--- src/rtl/buffer_drain.sv ---
// Reader side of a router input buffer: pops flits into a 2-entry output queue,
// forwards them over valid/ready and frames packets from the header length field.
module buffer_drain #(
   parameter int unsigned DATA_WIDTH = 16,
   parameter int unsigned LEN_WIDTH  = 4
) (
   input  logic                  clk,
   input  logic                  reset,
   input  logic                  buf_empty_i,
   output logic                  buf_read_o,
   input  logic                  buf_valid_i,
   input  logic [DATA_WIDTH-1:0] buf_data_i,
   output logic                  out_valid_o,
   input  logic                  out_ready_i,
   output logic [DATA_WIDTH-1:0] out_data_o,
   output logic                  out_sop_o,
   output logic                  out_eop_o,
   output logic [7:0]            pkt_count_o,
   output logic                  err_o
);

   localparam int unsigned DEPTH = 2;
   localparam int unsigned CNT_W = 2;
   localparam int unsigned OCC_W = 3;

   typedef enum logic {
      ST_HEAD,
      ST_BODY
   } state_e;

   logic [DEPTH-1:0][DATA_WIDTH-1:0] data_q, data_d;
   logic [CNT_W-1:0]                 count_q, count_d;
   logic                             valid_q, valid_d;
   logic                             inflight_q, inflight_d;
   state_e                           state_q, state_d;
   logic [LEN_WIDTH-1:0]             rem_q, rem_d;
   logic [7:0]                       pkt_q, pkt_d;
   logic                             err_q, err_d;

   logic                 pop;
   logic                 wr;
   logic [CNT_W-1:0]     cnt_after;
   logic [OCC_W-1:0]     occ;
   logic [LEN_WIDTH-1:0] head_len;

   // Output view: head entry plus framing flags derived from FSM state.
   always_comb begin
      head_len    = data_q[0][LEN_WIDTH-1:0];
      out_valid_o = valid_q;
      out_data_o  = data_q[0];
      out_sop_o   = valid_q && (state_q == ST_HEAD);
      out_eop_o   = valid_q && ((state_q == ST_HEAD) ? (head_len == '0)
                                                     : (rem_q == LEN_WIDTH'(1)));
      pkt_count_o = pkt_q;
      err_o       = err_q;
   end

   // Queue, read issue and error tracking. A same-cycle pop frees a slot.
   always_comb begin
      data_d     = data_q;
      count_d    = count_q;
      valid_d    = valid_q;
      inflight_d = inflight_q;
      err_d      = err_q;

      pop        = valid_q && out_ready_i;
      occ        = OCC_W'(count_q) + OCC_W'(inflight_q);
      buf_read_o = !reset && !buf_empty_i && (occ < (OCC_W'(DEPTH) + OCC_W'(pop)));
      wr         = buf_valid_i && inflight_q;
      cnt_after  = count_q - CNT_W'(pop);

      if (pop) begin
         data_d[0] = data_q[1];
      end
      if (wr && (cnt_after < CNT_W'(DEPTH))) begin
         data_d[cnt_after[0]] = buf_data_i;
      end
      count_d    = cnt_after + CNT_W'(wr);
      valid_d    = (count_d != '0);
      inflight_d = buf_read_o;
      if (buf_valid_i && !inflight_q) begin
         err_d = 1'b1;
      end
   end

   // Framing FSM and packet counter, advanced only by pops.
   always_comb begin
      state_d = state_q;
      rem_d   = rem_q;
      pkt_d   = pkt_q;

      if (pop) begin
         if (state_q == ST_HEAD) begin
            if (head_len != '0) begin
               state_d = ST_BODY;
               rem_d   = head_len;
            end
         end else begin
            rem_d = rem_q - LEN_WIDTH'(1);
            if (rem_q == LEN_WIDTH'(1)) begin
               state_d = ST_HEAD;
            end
         end
         if (out_eop_o) begin
            pkt_d = pkt_q + 8'd1;
         end
      end
   end

   always_ff @(posedge clk) begin
      if (reset) begin
         data_q     <= '0;
         count_q    <= '0;
         valid_q    <= 1'b0;
         inflight_q <= 1'b0;
         state_q    <= ST_HEAD;
         rem_q      <= '0;
         pkt_q      <= '0;
         err_q      <= 1'b0;
      end else begin
         data_q     <= data_d;
         count_q    <= count_d;
         valid_q    <= valid_d;
         inflight_q <= inflight_d;
         state_q    <= state_d;
         rem_q      <= rem_d;
         pkt_q      <= pkt_d;
         err_q      <= err_d;
      end
   end

   // Read issue is throttled so a write can never land on a full queue.
   always_ff @(posedge clk) begin
      if (!reset) begin
         assert (!(wr && (cnt_after == CNT_W'(DEPTH))));
      end
   end

endmodule

--- config.mk ---
export PLATFORM = sky130hd
export DESIGN_NAME = buffer_drain
export DESIGN_NICKNAME = d
export VERILOG_FILES = /design/src/rtl/buffer_drain.sv
export SDC_FILE = /design/constraint.sdc
export NUM_CORES = 1
export LEC_CHECK = 0
export ABC_AREA = 1
export BUFFER_PORTS_ARGS = -buffer_cell sky130_fd_sc_hd__buf_2
export CAP_MARGIN = 5
export CORE_UTILIZATION = 59
export DETAILED_ROUTE_END_ITERATION = 8
export HOLD_SLACK_MARGIN = 0.06
export PLACE_DENSITY = 0.94
export SLEW_MARGIN = 20
export SYNTH_ARGS = -nofsm -noshare
export SYNTH_HDL_FRONTEND = slang
export SYNTH_SLANG_ARGS = --single-unit
--- constraint.sdc ---
create_clock -name clk -period 4.25 [get_ports clk]
set_clock_uncertainty 0.15 [all_clocks]
set_input_delay 0.2125 -clock clk [delete_from_list [all_inputs] [get_ports clk]]
set_output_delay 0.2125 -clock clk [all_outputs]
set_load 0.02 [all_outputs]
-- Word-level counts from Yosys, hierarchy flattened
Cells that the tools add are included.
Widths: inputs -> output; s select.
- bits in registers: 50
- input port bits: 21
- output and inout bits: 29
- word-level logic and storage cells: 50
- $add $sub $neg: 6
- $lt $le $gt $ge: 4
- equal/unequal tests: 1
- muxes and demuxes: 11
- bitwise gates (word level): 1
- reductions and logical operators: 18
- operators with widths (kind ; number):
    $mux 16 ; 3
    $bwmux 32 ; 1
    $demux 16 s1 ; 1
    $logic_and 1x1->1 ; 9
    $add 8x1->8 const B ; 1
    $mux 4 ; 2
    $eq 4x1->1 const B ; 1
    $logic_not 4->1 ; 1
    $mux 1 ; 4
    $reduce_and 2->1 ; 2
    $reduce_bool 2->1 ; 2
    $reduce_bool 4->1 ; 1
    $sub 4x1->4 const B ; 1
    $add 2x1->3 ; 1
    $add 2x1->3 const A ; 1
    $logic_not 1->1 ; 3
    $lt 3x3->1 ; 1
    $add 2x1->2 ; 1
    $lt 1x2->1 const B ; 1
    $lt 2x2->1 const B ; 1
    $sub 2x1->2 ; 1
    $ge 1x1->1 const B ; 1
    $not 1->1 ; 1

-- Longest topological paths before layout
- depth after elaboration: 8
- depth in mapped cells: 10

-- Worst setup path before layout
No wires, ideal clock.
- kind: flip-flop to output port
- start: reg valid_q, in the netlist out_valid_o
- end: out buf_read_o
- arrival: 1.574 ns
- required time: 3.888 ns
- path slack: 2.314 ns
- stages on the path, launching flop included: 5
- buffers on the path: 1
- path through: dfxtp_1 nand2_2 buf_2 o21a_1 nor4_1
- word-level cells in the longest chain between the ends: 4
- RTL lines (what ; RTL line ; text):
    start, declared ; 33 ; logic valid_q, valid_d;
    start signal, assigned ; 123 ; valid_q <= valid_d;
    $logic_and 1x1->1 ; 66 ; pop = valid_q && out_ready_i;
    $add 2x1->3 ; 68 ; buf_read_o = !reset && !buf_empty_i && (occ < (OCC_W'(DEPTH) + OCC_W'(pop)));
    $lt 3x3->1 ; 68 ;
    $logic_and 1x1->1 ; 68 ;
    end, declared ; 10 ; output logic buf_read_o,
No other way between the ends.

-- Worst setup path in the final report
- start: reg valid_q, in the netlist out_valid_o
- end: reg data_q, in the netlist out_data_o[5]
- word-level cells in the longest chain between the ends: 8
- elaborated cells between the ends (all ways): 12
- RTL lines (what ; RTL line ; text):
    $logic_and 1x1->1 (*) ; 66 ;
    $sub 2x1->2 ; 70 ; cnt_after = count_q - CNT_W'(pop);
    $lt 1x2->1 (implied by the code) or $ge 1x1->1 (tied branches) ; 76 ; data_d[cnt_after[0]] = buf_data_i;
    $logic_and 1x1->1 (implied by the code) ; 76 ;
    $mux 16 (implied by the code) ; 76 ;
    $demux 16 s1 ; 76 ;
    $bwmux 32 ; 76 ;
    $mux 16 (*) ; 75 ; if (wr && (cnt_after < CNT_W'(DEPTH))) begin
    end signal, assigned ; 121 ; data_q <= data_d;
    end, declared ; 31 ; logic [DEPTH-1:0][DATA_WIDTH-1:0] data_q, data_d;
Mark *: on every way between the ends. The rest lies on a longest branch, timed or not.
A chain may end at the register's enable or synchronous reset.

==> impl_metrics.toml <==
[status]
outcome = "completed"

[critical_path]
worst_setup_path_end_kind = "flip-flop"
slowest_stage = "sky130_fd_sc_hd__nand4_1"
critical_path.reg2reg.startpoint = "out_valid_o"
cp_cell_sequence = "nand2_2 > inv_4 > nand2_4 > nand4_1 > buf_4 > nand3_1 > nand2_1 > nor2_1"
timing.critical_path.buf_inv = 2
timing.critical_path.slowest_cell_delay_ns = 0.46
worst_path_fanout_max = 28
regToRegSetupSlack_ns = 1.73
cp_data_required_time_ns = 4.33
worstSetupStartpointType = "flip-flop"
r2r_end = "out_data_o[5]"
top_delay_family_on_crit_path = "simple AND/OR/NAND/NOR gates"
worst-endpoint-arrival_ns = 2.61
type_of_the_worst_setup_path = "reg2reg"
worst_r2r_path_depth = 8

[timing]
maxClockFrequency_ghz = 0.397
relSlewSlack_pct = 56.4
final_min_period_over_clock_period_pct = 59.3
finalWorstPathRequiredPeriod_ns = 2.52
finalSetupTns_ns = 0
slew_worst_pin_ns = 0.653
setup_viol_count_final = 0
timing.final.max_slew_violations = 0
number_of_hold_slack_violations_in_the_final_timing_report = 0
grt_setup_unrepaired = "false"

[routing]
drcViolationCount = 0
initialDrtViolationCount = 253
routed_wl_um = 6170
routed-via-count = 2605
via_per_inst = 5.46
ant_nets = 0
first_pass_detailed_route_iteration_total = 5
routedWlPerCell_um = 12.9

[hold_path]
timing.hold.worst_endpoint = "err_o"
hold_depth = 2
min_path_type = "in2reg"
hold_start = "reset"

[cts]
clkSinkCount = 50
postCtsSetupRepairBufs = 0
cts.clk_slew.worst_paths_ns = 0.09
cts_resized = 0
clk-insertion-delay-late_ns = 0.31
cts_tree = "built"
htree_num_levels = 2
holdBufCountCts = 18
clock_tree_root = "sky130_fd_sc_hd__clkbuf_8"
clock_tree.buffer_depth = 2
cts_made_buffers = 5

[floorplan]
std_cell_rows = 23
floorplan.die.width_um = 67.9
dieArea_sq_um = 4610
num_io_pins = 50
core_area_sq_um = 4090
die-height_um = 67.9
start_util_pct = 62.7

[grt]
largest_net_degree_at_the_start_of_global_routing = 41
grt.overflow.total = 0
grtUsageTotal_pct = 29.4
top_usage_layer = "met2"
gr-usage-met3_pct = 6.83
antenna_found_initial = 0
gr_layer_usage_met1_pct = 35.0
grtUsageMet2_pct = 48.1
first_global_vias = 2356
grt_pass1_wl_um = 10100

[synth]
postSynthCellCount = 383
synth.mux.area_fraction_pct = 0
basic_gate_share_of_the_synthesized_area_counting_and_or_nand_and_nor_cells_pct = 42.5
mappedNetlistArea_sq_um = 2560
synth_compound_gate_area_share_pct = 4.49
avgSynthCellArea_sq_um = 6.69
post_synth_num_cell_types = 24
synthAdderAreaFrac_pct = 2.44
synth-seq-area-share_pct = 39.1
synth-seq-cells = 50
combinational_family_with_the_most_area_after_synthesis = "simple AND/OR/NAND/NOR gates"
synth_fp_nets = 409
synthXorXnorAreaFrac_pct = 0.684
yosysWarningCount = 0

[final_layout]
fin_area_sq_um = 2980
layout-drive-gt1-share_pct = 15.5
antenna-diode-count = 0
area_delta_synth_final_pct = 16.2
nets = 453
utilization_pct = 72.8

[flow_run]
cap_violations = 0

[placed_design]
placement.cell_area_sq_um = 2680
port_buffers = 49
place.gp.congestion = 0.859
dp_hpwl_um = 3880

[power_and_ir_drop]
swShare_pct = 34.0
p_leak_uw = 0.00143
power.combinational.fraction_pct = 27.2
cell_internal_pwr_uw = 806
power_density_nw_per_um2 = 410
clock_share_of_power_pct = 28.3
power_frac_seq_pct = 44.5
netSwitchingPower_uw = 415
peakVddDrop_mv = 0.261
[kinds of logic (layout without fill, tap and decap cells)]
family	Yosys count	count (layout)
flip-flops	50	50
AND/OR/NAND/NOR	251	251
adder cells (fa/ha/maj)	5	5
AO/OA/AOI/OAI	22	22
XOR/XNOR	2	2
buffers and inverters	53	97
[cell type report]
cell class | instances | area, sq um
clock inverters | 1 | 30.0
fillers | 319 | 1110
inverters | 22 | 85.1
repair buffers | 68 | 433
well taps | 50 | 62.6
flip-flops and latches | 50 | 1000
multi-input cells | 280 | 1280
clock buffers | 6 | 82.6
[power by group through the flow]
stage / logic (uW) / clock network (uW) / registers [uW]
after global routing: 374 / 366 / 548
after detailed placement: 312 / 0 / 553
final: 332 / 345 / 543
after global placement: 303 / 0 / 550
after floorplan: 251 / 0 / 553
after CTS: 327 / 344 / 542
[stage by stage]
stage               hold slack (ns)  setup WS (ns)  power, uW  cells
floorplan                     0.140           2.31        804    383
global placement              0.258           1.97        853    452
detailed placement            0.266           1.88        864    452
CTS                          0.0808           1.84       1210    477
global route                  0.111           1.55       1290    477
finish                        0.102           1.73       1220    477
[flip-flops by register name, summed over array words and instances, names as in the netlist]
name	flops
rem_q	4
data_q	16
state_q	1
pkt_count_o	8
err_o	1
out_valid_o	1
count_q	2
inflight_q	1
out_data_o	16
[how the worst max path moves through the flow]
stage,start,to,cells after the start
floorplan,out_valid_o,buf_read_o,4
CTS,out_valid_o,out_data_o[3],8
detailed placement,out_valid_o,out_data_o[3],8
finish,out_valid_o,out_data_o[5],8
global placement,out_ready_i,out_data_o[0],9
global route,out_valid_o,out_data_o[5],8
[cell usage after synthesis]
library cell | count | share of area, %
sky130_fd_sc_hd__nand2_1 | 111 | 16
sky130_fd_sc_hd__nor2_1 | 83 | 12
sky130_fd_sc_hd__dfxtp_1 | 50 | 39
sky130_fd_sc_hd__nand3_1 | 26 | 5.1
sky130_fd_sc_hd__inv_1 | 21 | 3.1
sky130_fd_sc_hd__nand3b_1 | 17 | 5.0
sky130_fd_sc_hd__buf_4 | 16 | 4.7
sky130_fd_sc_hd__a21oi_1 | 11 | 2.1
sky130_fd_sc_hd__o21ai_0 | 9 | 1.8
sky130_fd_sc_hd__buf_2 | 7 | 1.4
sky130_fd_sc_hd__ha_1 | 5 | 2.4
sky130_fd_sc_hd__clkbuf_1 | 4 | 0.59
sky130_fd_sc_hd__nand2_2 | 4 | 0.98
sky130_fd_sc_hd__nand4_1 | 4 | 0.98
sky130_fd_sc_hd__buf_1 | 3 | 0.44
sky130_fd_sc_hd__nor2_4 | 2 | 0.88
sky130_fd_sc_hd__nor4_1 | 2 | 0.49
sky130_fd_sc_hd__o21a_1 | 2 | 0.59
sky130_fd_sc_hd__buf_6 | 1 | 0.44
sky130_fd_sc_hd__inv_4 | 1 | 0.24
sky130_fd_sc_hd__nand2_4 | 1 | 0.44
sky130_fd_sc_hd__nor3_1 | 1 | 0.20
sky130_fd_sc_hd__xnor2_1 | 1 | 0.34
sky130_fd_sc_hd__xor2_1 | 1 | 0.34
[cell usage in the layout, fill, tap and decap left out]
master                          count
sky130_fd_sc_hd__dlygate4sd3_1     18
sky130_fd_sc_hd__inv_2              1
sky130_fd_sc_hd__o21ai_0            9
sky130_fd_sc_hd__clkbuf_8           6
sky130_fd_sc_hd__nor2_4             2
sky130_fd_sc_hd__nor3_1             1
sky130_fd_sc_hd__buf_2             49
sky130_fd_sc_hd__dfxtp_1           50
sky130_fd_sc_hd__nand4_1            4
sky130_fd_sc_hd__bufinv_16          1
sky130_fd_sc_hd__nand3b_1          17
sky130_fd_sc_hd__inv_4              1
sky130_fd_sc_hd__o21a_1             2
sky130_fd_sc_hd__nor4_1             2
sky130_fd_sc_hd__nand2_2            4
sky130_fd_sc_hd__buf_4              1
sky130_fd_sc_hd__nor2_1            83
sky130_fd_sc_hd__nand3_1           26
sky130_fd_sc_hd__xnor2_1            1
sky130_fd_sc_hd__nand2_1          111
sky130_fd_sc_hd__xor2_1             1
sky130_fd_sc_hd__ha_1               5
sky130_fd_sc_hd__inv_1             20
sky130_fd_sc_hd__nand2_4            1
sky130_fd_sc_hd__a21oi_1           11
[worst reg2reg max path, delay by kind of cell, from the launching register on]
kind	cells	cell delay (ns)
flip-flops	1	0.36
buffers and inverters	2	0.65
AND/OR/NAND/NOR	6	1.29
[metal layers]
layer  share of wire (%)  up-vias
met4                 4.6        0
met1                  40     1167
li1                    -     1275
met5                   0        -
met2                  49      129
met3                 7.1       34
Note: power is estimated with default switching activity, not from simulation.
